[src/rtl/clk_meas_pkg.sv]
// Shared definitions for the clock frequency meter.
//   meas_state_t    : measurement FSM state encoding
//   DEF_CNT_W       : default period/high-time counter width
//   DEF_TIMEOUT_CYC : default stall threshold in clock_in cycles (2 s at 50 MHz)
package clk_meas_pkg;

  typedef enum logic [1:0] {
    IDLE    = 2'd0,
    MEASURE = 2'd1,
    STALL   = 2'd2
  } meas_state_t;

  localparam int unsigned DEF_CNT_W       = 28;
  localparam int unsigned DEF_TIMEOUT_CYC = 100_000_000;

endpackage

[src/rtl/sync_edge_det.sv]
// Brings an asynchronous signal into the clock_in domain and flags its edges.
//   clock_in : sampling clock
//   rst_n    : asynchronous active-low reset
//   sig_in   : asynchronous input
//   level    : synchronized level
//   rise     : one-cycle pulse on a synchronized 0->1 transition
//   fall     : one-cycle pulse on a synchronized 1->0 transition
module sync_edge_det (
  input  logic clock_in,
  input  logic rst_n,
  input  logic sig_in,
  output logic level,
  output logic rise,
  output logic fall
);

  logic meta, sync, hist;

  // meta/sync form the two-flop synchronizer; hist holds the previous
  // synchronized level so edges are a compare of two settled flops.
  always_ff @(posedge clock_in or negedge rst_n) begin
    if (!rst_n) begin
      meta <= 1'b0;
      sync <= 1'b0;
      hist <= 1'b0;
    end else begin
      meta <= sig_in;
      sync <= meta;
      hist <= sync;
    end
  end

  assign level = sync;
  assign rise  = sync & ~hist;
  assign fall  = ~sync & hist;

endmodule

[src/rtl/clk_freq_meter.sv]
// Measures period and high time of sig_in in clock_in cycles.
//   clock_in     : measuring clock (50 MHz nominal)
//   rst_n        : asynchronous active-low reset (deassertion synchronized externally)
//   sig_in       : measured signal, asynchronous to clock_in
//   period_count : last rise-to-rise distance, saturating
//   high_count   : last high time, saturating
//   meas_valid   : one-cycle pulse when period_count/high_count update
//   no_clk       : high while sig_in has shown no rise for TIMEOUT_CYC cycles
module clk_freq_meter
  import clk_meas_pkg::*;
#(
  parameter int unsigned CNT_W       = DEF_CNT_W,
  parameter int unsigned TIMEOUT_CYC = DEF_TIMEOUT_CYC
) (
  input  logic             clock_in,
  input  logic             rst_n,
  input  logic             sig_in,
  output logic [CNT_W-1:0] period_count,
  output logic [CNT_W-1:0] high_count,
  output logic             meas_valid,
  output logic             no_clk
);

  // Wide enough to hold both the counter and the threshold, so a narrow
  // counter is never compared against a truncated threshold.
  localparam int unsigned TW = (CNT_W > 32) ? CNT_W : 32;
  localparam logic [TW-1:0] TO_LAST = TW'(TIMEOUT_CYC - 1);

  meas_state_t     state;
  logic [CNT_W-1:0] per_cnt, hi_cnt, hi_lat;
  logic            fell;
  logic            level, rise, fall;
  logic            timeout_hit;

  function automatic logic [CNT_W-1:0] sat_inc(input logic [CNT_W-1:0] v);
    return (&v) ? v : v + CNT_W'(1);
  endfunction

  sync_edge_det u_sync (
    .clock_in (clock_in),
    .rst_n    (rst_n),
    .sig_in   (sig_in),
    .level    (level),
    .rise     (rise),
    .fall     (fall)
  );

  assign timeout_hit = (TW'(per_cnt) == TO_LAST);

  always_ff @(posedge clock_in or negedge rst_n) begin
    if (!rst_n) begin
      state        <= IDLE;
      per_cnt      <= '0;
      hi_cnt       <= '0;
      hi_lat       <= '0;
      fell         <= 1'b0;
      period_count <= '0;
      high_count   <= '0;
      meas_valid   <= 1'b0;
      no_clk       <= 1'b0;
    end else begin
      meas_valid <= 1'b0;
      case (state)
        IDLE: begin
          // First rise only opens the window; nothing to report yet.
          if (rise) begin
            state   <= MEASURE;
            per_cnt <= '0;
            hi_cnt  <= '0;
            fell    <= 1'b0;
          end
        end

        MEASURE: begin
          // Rise has priority over the timeout when both land together.
          if (rise) begin
            period_count <= sat_inc(per_cnt);
            // Without a fall in this period the signal was high throughout.
            high_count   <= fell ? hi_lat : sat_inc(per_cnt);
            meas_valid   <= 1'b1;
            per_cnt      <= '0;
            hi_cnt       <= '0;
            fell         <= 1'b0;
          end else if (timeout_hit) begin
            state  <= STALL;
            no_clk <= 1'b1;
          end else begin
            per_cnt <= sat_inc(per_cnt);
            if (level) hi_cnt <= sat_inc(hi_cnt);
            // The fall cycle is already low; +1 accounts for the rise cycle.
            if (fall) begin
              hi_lat <= sat_inc(hi_cnt);
              fell   <= 1'b1;
            end
          end
        end

        STALL: begin
          // Partial period before the stall is dropped; start fresh.
          if (rise) begin
            state   <= MEASURE;
            no_clk  <= 1'b0;
            per_cnt <= '0;
            hi_cnt  <= '0;
            fell    <= 1'b0;
          end
        end

        default: state <= IDLE;
      endcase
    end
  end

endmodule

[config.mk]
export PLATFORM = sky130hd
export DESIGN_NAME = clk_freq_meter
export DESIGN_NICKNAME = d
export VERILOG_FILES = /design/src/rtl/clk_meas_pkg.sv /design/src/rtl/sync_edge_det.sv /design/src/rtl/clk_freq_meter.sv
export SDC_FILE = /design/constraint.sdc
export NUM_CORES = 1
export LEC_CHECK = 0
export ABC_AREA = 1
export BUFFER_PORTS_ARGS = -buffer_cell sky130_fd_sc_hd__clkbuf_2
export CAP_MARGIN = 20
export CORE_UTILIZATION = 50
export DETAILED_ROUTE_END_ITERATION = 8
export GPL_ROUTABILITY_DRIVEN = 0
export PLACE_DENSITY_LB_ADDON = 0.3
export SYNTH_ARGS = -nofsm -noshare
export SYNTH_HDL_FRONTEND = slang
export SYNTH_SLANG_ARGS = --single-unit
[constraint.sdc]
create_clock -name clock_in -period 3.1 [get_ports clock_in]
set_input_delay 0.155 -clock clock_in [delete_from_list [all_inputs] [get_ports clock_in]]
set_output_delay 0.155 -clock clock_in [all_outputs]
set_load 0.05 [all_outputs]
Word-level counts from Yosys, hierarchy flattened
Index checks and enable logic that the tools add are counted.
{"block": "totals", "inputBits": 3, "regBits": 148, "wordCells": 68}
{"block": "classes", "eq_ne": 10, "n_addsub": 2, "reduce_logical": 13, "bitwise_logic": 6, "n_mux": 25}
{"cell": "28-bit 2-to-1 mux", "count": 9}
{"cell": "28-bit one-hot mux with 2 select lines", "count": 2}
{"cell": "28-bit by 1-bit adder with 28-bit output (second input constant)", "count": 2}
{"cell": "28-bit AND reduction", "count": 2}
{"cell": "28-bit by 27-bit equality test with 1-bit output (second input constant)", "count": 1}
{"cell": "4-bit AND reduction", "count": 4}
{"cell": "1-bit 2-to-1 mux", "count": 8}
{"cell": "2-bit 2-to-1 mux", "count": 3}
{"cell": "2-bit inequality test (second input constant)", "count": 3}
{"cell": "3-bit inequality test (second input constant)", "count": 2}
{"cell": "3-bit AND reduction", "count": 2}
{"cell": "1-bit inverter", "count": 4}
{"cell": "1-bit one-hot mux with 2 select lines", "count": 2}
{"cell": "2-bit one-hot mux with 2 select lines", "count": 1}
{"cell": "2-bit nonzero test", "count": 2}
{"cell": "3-bit by 2-bit inequality test with 1-bit output (second input constant)", "count": 1}
{"cell": "1-bit bitwise AND", "count": 2}
{"cell": "2-bit by 1-bit equality test with 1-bit output (second input constant)", "count": 1}
{"cell": "2-bit equality test (second input constant)", "count": 1}
{"cell": "2-bit logical NOT", "count": 1}
{"cell": "2-bit by 1-bit inequality test with 1-bit output (second input constant)", "count": 1}
{"cell": "2-bit AND reduction", "count": 1}
{"cell": "2-bit OR reduction", "count": 1}

Logic depth before layout (Yosys ltp)
Gate-level depths: netlist of run 1.
{"block": "logic_depth", "depth_word": 6, "mapped_depth": 12, "ltp_nobuf": 11}

Cells and area by module
From an unflattened synthesis of run 1, not the netlist that was laid out.
{"block": "hier_totals", "hier_cells": 1107, "hier_area_um2": 7987.7}
{"module": "clk_freq_meter", "n_inst": 1, "cells_each": 1100, "seq_area_each_um2": 3628.5, "area_per_inst_um2": 7897.6}
{"module": "sync_edge_det", "n_inst": 1, "cells_each": 7, "seq_area_each_um2": 75.1, "area_per_inst_um2": 90.1}

Least setup slack after synthesis of run 1
Ideal clock, no wire load.
{"block": "synth_path", "kind": "register to register", "start": "register per_cnt[0]", "end": "register hi_lat[21]", "arrival_ns": 1.711, "path_slack_ns": 1.272, "period_less_slack_ns": 1.828, "stages_incl_launch_ff": 13, "t_required_ns": 2.984, "cell_sequence": "dfrtp_1 ha_1 nand3_2 clkinv_2 nand2_4 nor2_4 nand2_1 nand2_2 nor2_2 clkinv_2 buf_4 nand2_1 nand2_1"}
{"block": "synth_via", "elab_chain_cells": 3}
{"element": "start: declaration", "line_no": "clk_freq_meter.sv:30", "source": "logic [CNT_W-1:0] per_cnt, hi_cnt, hi_lat;"}
{"element": "start signal: assignment", "line_no": "clk_freq_meter.sv:88", "source": "per_cnt <= sat_inc(per_cnt);"}
{"element": "28-bit by 27-bit equality test with 1-bit output", "line_no": "clk_freq_meter.sv:48", "source": "assign timeout_hit = (TW'(per_cnt) == TO_LAST);"}
{"element": "1-bit inverter (no line)"}
{"element": "4-bit AND reduction (no line)"}
{"element": "end signal: assignment", "line_no": "clk_freq_meter.sv:92", "source": "hi_lat <= sat_inc(hi_cnt);"}
{"element": "end: declaration", "line_no": "clk_freq_meter.sv:30"}
Every way passes these cells.
A chain may end at the register's enable or synchronous reset.

Worst setup path in the final report of run 1
{"block": "layout_path", "start": "register hi_cnt[0]", "end": "register hi_lat[0]"}
{"block": "layout_via", "elab_chain_cells": 2, "elab_cells_between_ends": 3, "cone_classes": "add/sub: 1; mux: 1; reduce/logical: 1"}
{"element": "start: declaration", "line_no": "clk_freq_meter.sv:30"}
{"element": "start signal: assignment", "line_no": "clk_freq_meter.sv:89", "source": "if (level) hi_cnt <= sat_inc(hi_cnt);"}
{"element": "28-bit by 1-bit adder with 28-bit output or 28-bit AND reduction (tied branches)", "line_no": "clk_freq_meter.sv:36", "source": "return (&v) ? v : v + CNT_W'(1);"}
{"element": "28-bit 2-to-1 mux (*)", "line_no": "clk_freq_meter.sv:36"}
Mark *: on every way between the ends. The rest lies on a longest branch, timed or not.

==> results of run 1 <==
==> report_power, final <==
part	switching, mW	total [mW]	internal [mW]
Clock	0.789	2.15	1.36
Sequential	0.165	2.31	2.14
Combinational	1.11	1.42	0.309
Total	2.06	5.87	3.81
==> layout make-up <==
cell class / count / area share
clock buffer: 21 / 0.0500
timing repair buffer: 70 / 0.0443
multi-input combinational: 827 / 0.417
sequential: 148 / 0.411
inverter: 75 / 0.0315
tap: 211 / 0.0293
clock inverter: 10 / 0.0174
==> cells in the mapped netlist <==
cell | n | area share
nand2_1 | 471 | 0.22
dfrtp_1 | 148 | 0.46
nor2_1 | 105 | 0.049
inv_1 | 70 | 0.033
nand3_1 | 63 | 0.040
o21ai_0 | 48 | 0.030
o21ai_2 | 24 | 0.026
nand2_2 | 23 | 0.018
nand4_1 | 18 | 0.014
clkbuf_1 | 16 | 0.0075
o21ai_1 | 14 | 0.0088
a21oi_1 | 12 | 0.0075
buf_2 | 9 | 0.0056
nand3_2 | 7 | 0.0088
nand3b_1 | 7 | 0.0066
or2_2 | 7 | 0.0055
buf_6 | 6 | 0.0085
xor2_1 | 5 | 0.0055
ha_1 | 4 | 0.0063
nor2_2 | 4 | 0.0031
nor2_4 | 4 | 0.0056
inv_2 | 3 | 0.0014
nor3_1 | 3 | 0.0019
xnor2_1 | 3 | 0.0033
buf_12 | 2 | 0.0050
clkinv_2 | 2 | 0.0013
nand2_4 | 2 | 0.0028
nand3_4 | 2 | 0.0044
buf_4 | 1 | 0.00094
buf_8 | 1 | 0.0019
o31ai_1 | 1 | 0.00094
==> cells in the final DEF, fill, tap and decap left out, drive strengths merged <==
master | synthesis | final
nand2 | 496 | 496
dfrtp | 148 | 148
nor2 | 113 | 113
o21ai | 86 | 86
clkbuf | 16 | 80
inv | 73 | 73
nand3 | 72 | 72
nand4 | 18 | 18
a21oi | 12 | 12
buf | 19 | 9
nand3b | 7 | 7
or2 | 7 | 7
clkinv | 2 | 7
xor2 | 5 | 5
ha | 4 | 4
bufinv | 0 | 4
nor3 | 3 | 3
xnor2 | 3 | 3
dlygate4sd3 | 0 | 2
o31ai | 1 | 1
clkinvlp | 0 | 1
==> sequential cells by signal (all words and copies together), names as in the netlist <==
signal,count
high_count,28
period_count,28
no_clk,1
u_sync.hist,1
meas_valid,1
u_sync.level,1
hi_lat,28
hi_cnt,28
u_sync.meta,1
fell,1
per_cnt,28
state,2
==> logic make-up (layout without fill, tap and decap cells) <==
kind of cell / Yosys count / after routing / share of synthesized area
simple gates: 716 / 716 / 0.382
fa+ha+maj: 4 / 4 / 0.00628
flops: 148 / 148 / 0.464
xor+xnor: 8 / 8 / 0.00879
compound gates: 99 / 99 / 0.0737
buf+inv: 110 / 176 / 0.0651
==> per-stage QoR <==
| step | hold WS (ps) | setup slack, ps | utilization |
|---|---|---|---|
| after floorplan | -141 | 1270 | - |
| after global placement | 237 | 949 | 0.545 |
| after detailed placement | 235 | 882 | 0.545 |
| after CTS | 350 | 870 | 0.586 |
| after global routing | 363 | 625 | 0.586 |
| final | 332 | 870 | 0.586 |
==> worst paths after layout <==
check	start	to	slack [ps]	cells past startpoint
min in group clock_in	u_sync.meta$_DFF_PN0_	u_sync.level$_DFF_PN0_	350	0
worst max-delay path	hi_cnt[0]$_DFFE_PN0P_	hi_lat[0]$_DFFE_PN0P_	870	9
worst min-delay path	rst_n	period_count[6]$_DFFE_PN0P_	330	2
max in group asynchronous	rst_n	period_count[26]$_DFFE_PN0P_	2000	3
worst max register to register	hi_cnt[0]$_DFFE_PN0P_	hi_lat[0]$_DFFE_PN0P_	870	9
worst min register to register	u_sync.meta$_DFF_PN0_	u_sync.level$_DFF_PN0_	350	0
==> critical path: stages, from the launching register on <==
cell     delay [ps]
dfrtp_1         460
ha_1            290
inv_1           110
nor2_4          180
nand2_1         140
nor2_2          170
nand2_2         320
xor2_1          270
nand2_1         100
o21ai_1          60
==> layer usage <==
metal  track usage  vias to the layer above  routed length (um)
li1              -                     3530                   -
met1         0.355                     3439                9260
met2         0.446                      204                9940
met3        0.0513                       43                1000
met4         0.114                        0                 626
met5             0                        -                   0
==> timing repair <==
item	CTS	global route
setup buffers	0	0
hold buffers	2	0
endpoints found under the hold margin	75	0
==> flow_metrics.env, run 1 <==
export IMPL_status="finished, final reports clean"
export IMPL_place_area_sq_um=8380
export IMPL_finalPower_mw=5.87
export IMPL_placed_cells=1329
export IMPL_portBuffers=60
export IMPL_grt_pass1_wl_um=34500
export IMPL_die_w_um=128
export IMPL_drtIter0Drc=646
export IMPL_syn_inst=1085
export IMPL_seq_area_sq_um=3700
export IMPL_io_pins=61
export IMPL_hpwl_um=14800
export IMPL_setup_violations=0
export IMPL_cts_buffer_depth=2
export IMPL_cp_start_kind="flip-flop"
export IMPL_drc=0
export IMPL_rsz0062_at_grt="no"
export IMPL_final_period_utilization=0.719
export IMPL_clk_latency_ps=430
export IMPL_dieArea_sq_um=16500
export IMPL_synth_seq_cells=148
export IMPL_drt_total_wl_um=20800
export IMPL_cts_sinks=148
export IMPL_finalMaxSlewViolations=0
export IMPL_grtUsageTotal=0.273
export IMPL_tns_ps=0
export IMPL_maxSlewHeadroom=0.393
export IMPL_maxCapViolations=0
export IMPL_ys_warn_count=0
export IMPL_syn_avg_cell_area_sq_um=7.35
export IMPL_synth_distinct_cells=31
export IMPL_rows=45
export IMPL_die_h_um=128
export IMPL_antenna_left=0
export IMPL_grt_pass1_vias=6961
export IMPL_cts_resized=0
export IMPL_grt_max_degree=77
export IMPL_num_vias=7216
export IMPL_cp_max_fo=27
export IMPL_power_leakage_nw=4.48
export IMPL_crit_required_ps=3400
export IMPL_cp_arrival_ps=2530
export IMPL_syn2layout_area_growth_pct=13.0
export IMPL_diodes=0
export IMPL_min_period_ps=2230
export IMPL_crit_path_end_kind="flip-flop"
export IMPL_vias_per_cell=5.30
export IMPL_core_sq_um=15400
export IMPL_synth_seq_area_share=0.464
export IMPL_ir_drop_mv=0.393
export IMPL_wire_per_inst_um=15.3
export IMPL_drive_above_1_share=0.152
export IMPL_hold_class="primary input to asynchronous set/reset pin"
export IMPL_syn_num_nets=1092
export IMPL_fmax_mhz=448
export IMPL_start_util=0.519
export IMPL_htreeDepth=4
export IMPL_power_density_nw_per_um2=652
export IMPL_tightest_slew_ps=909
export IMPL_num_nets_final=1146
export IMPL_clock_skew_ps=9.55
export IMPL_clkTransAtPathRegs_ps=60
export IMPL_hold_viol_final=0
export IMPL_antenna_found_initial=0
export IMPL_fill_cells=1442
export IMPL_final_cell_area_sq_um=9010
export IMPL_cts_buffers=17
export IMPL_worst_setup_path_type="flip-flop to flip-flop"
export IMPL_overflow=0
export IMPL_cts_root_buf="clkbuf_16"
export IMPL_first_pass_iters=5
export IMPL_multi_input_area_sq_um=3750
export IMPL_cts_tree="built"
export IMPL_layoutNonFillerInstCount=1362
export IMPL_syn_area_sq_um=7970
(Power assumes the default switching activity.)
==> inputs of run 2 (changes only) <==
--- a/config.mk
+++ b/config.mk
@@ -5,7 +5,7 @@
 export SDC_FILE = /design/constraint.sdc
 export NUM_CORES = 1
 export LEC_CHECK = 0
-export ABC_AREA = 1
+export ABC_AREA = 0
 export BUFFER_PORTS_ARGS = -buffer_cell sky130_fd_sc_hd__clkbuf_2
 export CAP_MARGIN = 20
 export CORE_UTILIZATION = 50
==> constraint.sdc (replaced) <==
create_clock -name clock_in -period 2.2 [get_ports clock_in]
set_input_delay 0.11 -clock clock_in [delete_from_list [all_inputs] [get_ports clock_in]]
set_output_delay 0.11 -clock clock_in [all_outputs]
set_load 0.05 [all_outputs]
==> run 2 against run 1 <==
  * Worst hold slack lost 120 ps
  * Utilization up 5.6 points
  * Non-clock buffer count rose by 105
  * Register-to-register slack got worse by 800 ps
  * Clock skew decreased by 1.7 ps
  * Combinational power shrank 24%
  * Critical path type unchanged
  * Final cell count fell by 13%
  * Highest routed layer unchanged
  * Die area shrank 3.0%
  * Clock power is 35% higher
  * Sequential share of layout area down 3.0 points
  * Fmax is 4.7% higher
  * Global-route usage grew 1.1 points
==> flow_metrics.env, run 2 <==
export IMPL_synth_ff_type="dfrtp_1"
export IMPL_grtUsageTotal=0.284
export IMPL_crit_family="simple AND/OR/NAND/NOR gates"
export IMPL_async_reset_ff_frac=1.00
export IMPL_crit_top_cell="and2_1"
export IMPL_crit_required_ps=2520
export IMPL_power_leakage_nw=4.37
export IMPL_synth_area_leader_cell="dfrtp_1"
export IMPL_preCtsSetupSlack_ps=-178
export IMPL_finalMaxSlewViolations=0
export IMPL_final_period_utilization=0.969
export IMPL_drt_total_wl_um=21600
export IMPL_grt_max_degree=84
export IMPL_wire_per_inst_um=18.2
export IMPL_cp_arrival_ps=2450
export IMPL_synth_edf_count=0
export IMPL_ys_warn_count=0
export IMPL_syn_area_sq_um=7730
export IMPL_diodes=0
export IMPL_maxSlewHeadroom=0.541
export IMPL_ys_top_cells_by_area="dfrtp_1, o21ai_0, nand2_1, a21oi_1, nor2_1"
export IMPL_drc=0
export IMPL_status="finished, final reports clean"
export IMPL_htreeDepth=4
export IMPL_critPathMaxStageDelay_ps=450
export IMPL_cts_sinks=148
export IMPL_clkTransAtPathRegs_ps=70
export IMPL_path_cells="buf_4 > and2_1 > and2_1 > and4_1 > nand4_1 > mux2_4 > a221o_1"
export IMPL_crit_path_end_kind="flip-flop"
export IMPL_cp_slowest_cell="dfrtp_1"
export IMPL_setup_violations=0
export IMPL_layout_common_cells="dfrtp_1, o21ai_0, nand2_1"
export IMPL_final_core_util=0.642
export IMPL_core_sq_um=15100
export IMPL_die_h_um=126
export IMPL_finalPower_mw=6.99
export IMPL_overflow=0
export IMPL_p_switching_mw=2.17
export IMPL_syn_inst=845
export IMPL_power_density_nw_per_um2=719
export IMPL_placed_cells=1143
export IMPL_worst_setup_path_type="flip-flop to flip-flop"
export IMPL_cts_tree="built"
export IMPL_synth_most_common_cell="dfrtp_1"
export IMPL_syn_num_nets=852
export IMPL_clk_latency_ps=430
export IMPL_cp_max_fo=4
export IMPL_grt_pass1_wl_um=35300
export IMPL_io_pins=61
export IMPL_min_period_ps=2130
export IMPL_tightest_slew_ps=687
export IMPL_p_clk_frac=0.415
export IMPL_antenna_left=0
export IMPL_fmax_mhz=469
export IMPL_antenna_found_initial=0
export IMPL_hold_class="primary input to asynchronous set/reset pin"
export IMPL_syn_avg_cell_area_sq_um=9.15
export IMPL_cp_start_kind="flip-flop"
export IMPL_grt_pass1_vias=6774
export IMPL_hold_viol_final=0
export IMPL_hpwl_um=14900
export IMPL_synth_commonest_cells="dfrtp_1, o21ai_0, nand2_1"
export IMPL_rsz0062_at_grt="yes"
export IMPL_synth_seq_cells=148
export IMPL_portBuffers=60
export IMPL_seq_power_share=0.431
export IMPL_place_area_sq_um=8900
export IMPL_worst_slack_ps=69.1
export IMPL_tns_ps=0
export IMPL_clock_skew_ps=7.86
export IMPL_p_sw_frac=0.310
export IMPL_power_frac_comb=0.155
export IMPL_layoutNonFillerInstCount=1183
export IMPL_drive_above_1_share=0.263
export IMPL_die_w_um=126
export IMPL_maxCapViolations=0
export IMPL_cts_root_buf="clkbuf_16"
export IMPL_drtIter0Drc=624
export IMPL_hold_slack_ps=207
export IMPL_synth_top_cell_area_share=0.479
export IMPL_worst_path_buf_inv=1
export IMPL_fill_cells=1203
export IMPL_synth_seq_area_share=0.479
export IMPL_num_vias=7175
export IMPL_dieArea_sq_um=16000
export IMPL_layout_commonest_cell="dfrtp_1"
export IMPL_p_int_mw=4.82
export IMPL_cts_buffers=17
export IMPL_rows=45
export IMPL_num_nets_final=989
export IMPL_vias_per_cell=6.07
export IMPL_synth_distinct_cells=68
export IMPL_first_pass_iters=7
export IMPL_ir_drop_mv=0.661
export IMPL_syn2layout_area_growth_pct=25.7
export IMPL_start_util=0.511
export IMPL_cts_buffer_depth=2
export IMPL_final_cell_area_sq_um=9720
==> run 2: timing repair <==
item                                   4_1_cts  5_1_grt
endpoints found under the hold margin       53        0
hold buffers                                 2        0
gates resized for setup                      2       33
gates cloned                                 0        0
pin swaps                                    0        7
setup buffers                                1        5
setup endpoints to repair                   24       87
==> run 2: final timing paths <==
check | startpoint | end | slack [ps] | depth (start not counted)
worst max-delay path | per_cnt[11]$_DFFE_PN0P_ | high_count[26]$_DFFE_PN0P_ | 70 | 7
worst min-delay path | rst_n | period_count[3]$_DFFE_PN0P_ | 210 | 2
worst max register to register | per_cnt[11]$_DFFE_PN0P_ | high_count[26]$_DFFE_PN0P_ | 70 | 7
worst min register to register | u_sync.meta$_DFF_PN0_ | u_sync.level$_DFF_PN0_ | 390 | 0
max in group asynchronous | rst_n | per_cnt[8]$_DFFE_PN0P_ | 1270 | 3
min in group clock_in | sig_in | u_sync.meta$_DFF_PN0_ | 320 | 2
==> run 2: power by group through the flow <==
stage	Sequential, mW	Combinational, mW	Clock, mW
after global placement	3.05	1.06	0
after CTS	3.01	1.08	2.93
after detailed placement	3.06	1.07	0
after floorplan	3.38	0.367	0
final	3.01	1.08	2.90
after global routing	3.03	1.17	3.04
==> run 2: cell families (layout without fill, tap and decap cells) <==
kind of cell | after synthesis | in the layout | synth area share
xor+xnor | 38 | 38 | 0.0430
fa+ha+maj | 4 | 4 | 0.00647
mux | 10 | 10 | 0.0141
simple gates | 304 | 304 | 0.203
compound gates | 271 | 271 | 0.214
flops | 148 | 148 | 0.479
buf+inv | 70 | 220 | 0.0401
==> run 2: layout make-up <==
class / instances / area (sq um) / area share
inverter: 13 / 48.8 / 0.00502
sequential: 148 / 3710 / 0.381
clock buffer: 18 / 439 / 0.0452
tap: 188 / 235 / 0.0242
multi-input combinational: 627 / 3890 / 0.400
clock inverter: 14 / 144 / 0.0148
timing repair buffer: 175 / 1260 / 0.130
==> run 2: routing by layer <==
layer | share of wire | up-vias | routed length (um) | GRT usage
met5 | 0 | - | 0 | 0
met4 | 0.024 | 0 | 509 | 0.0950
met3 | 0.054 | 45 | 1170 | 0.0456
met2 | 0.48 | 271 | 10400 | 0.456
met1 | 0.44 | 3526 | 9530 | 0.393
li1 | - | 3333 | - | -
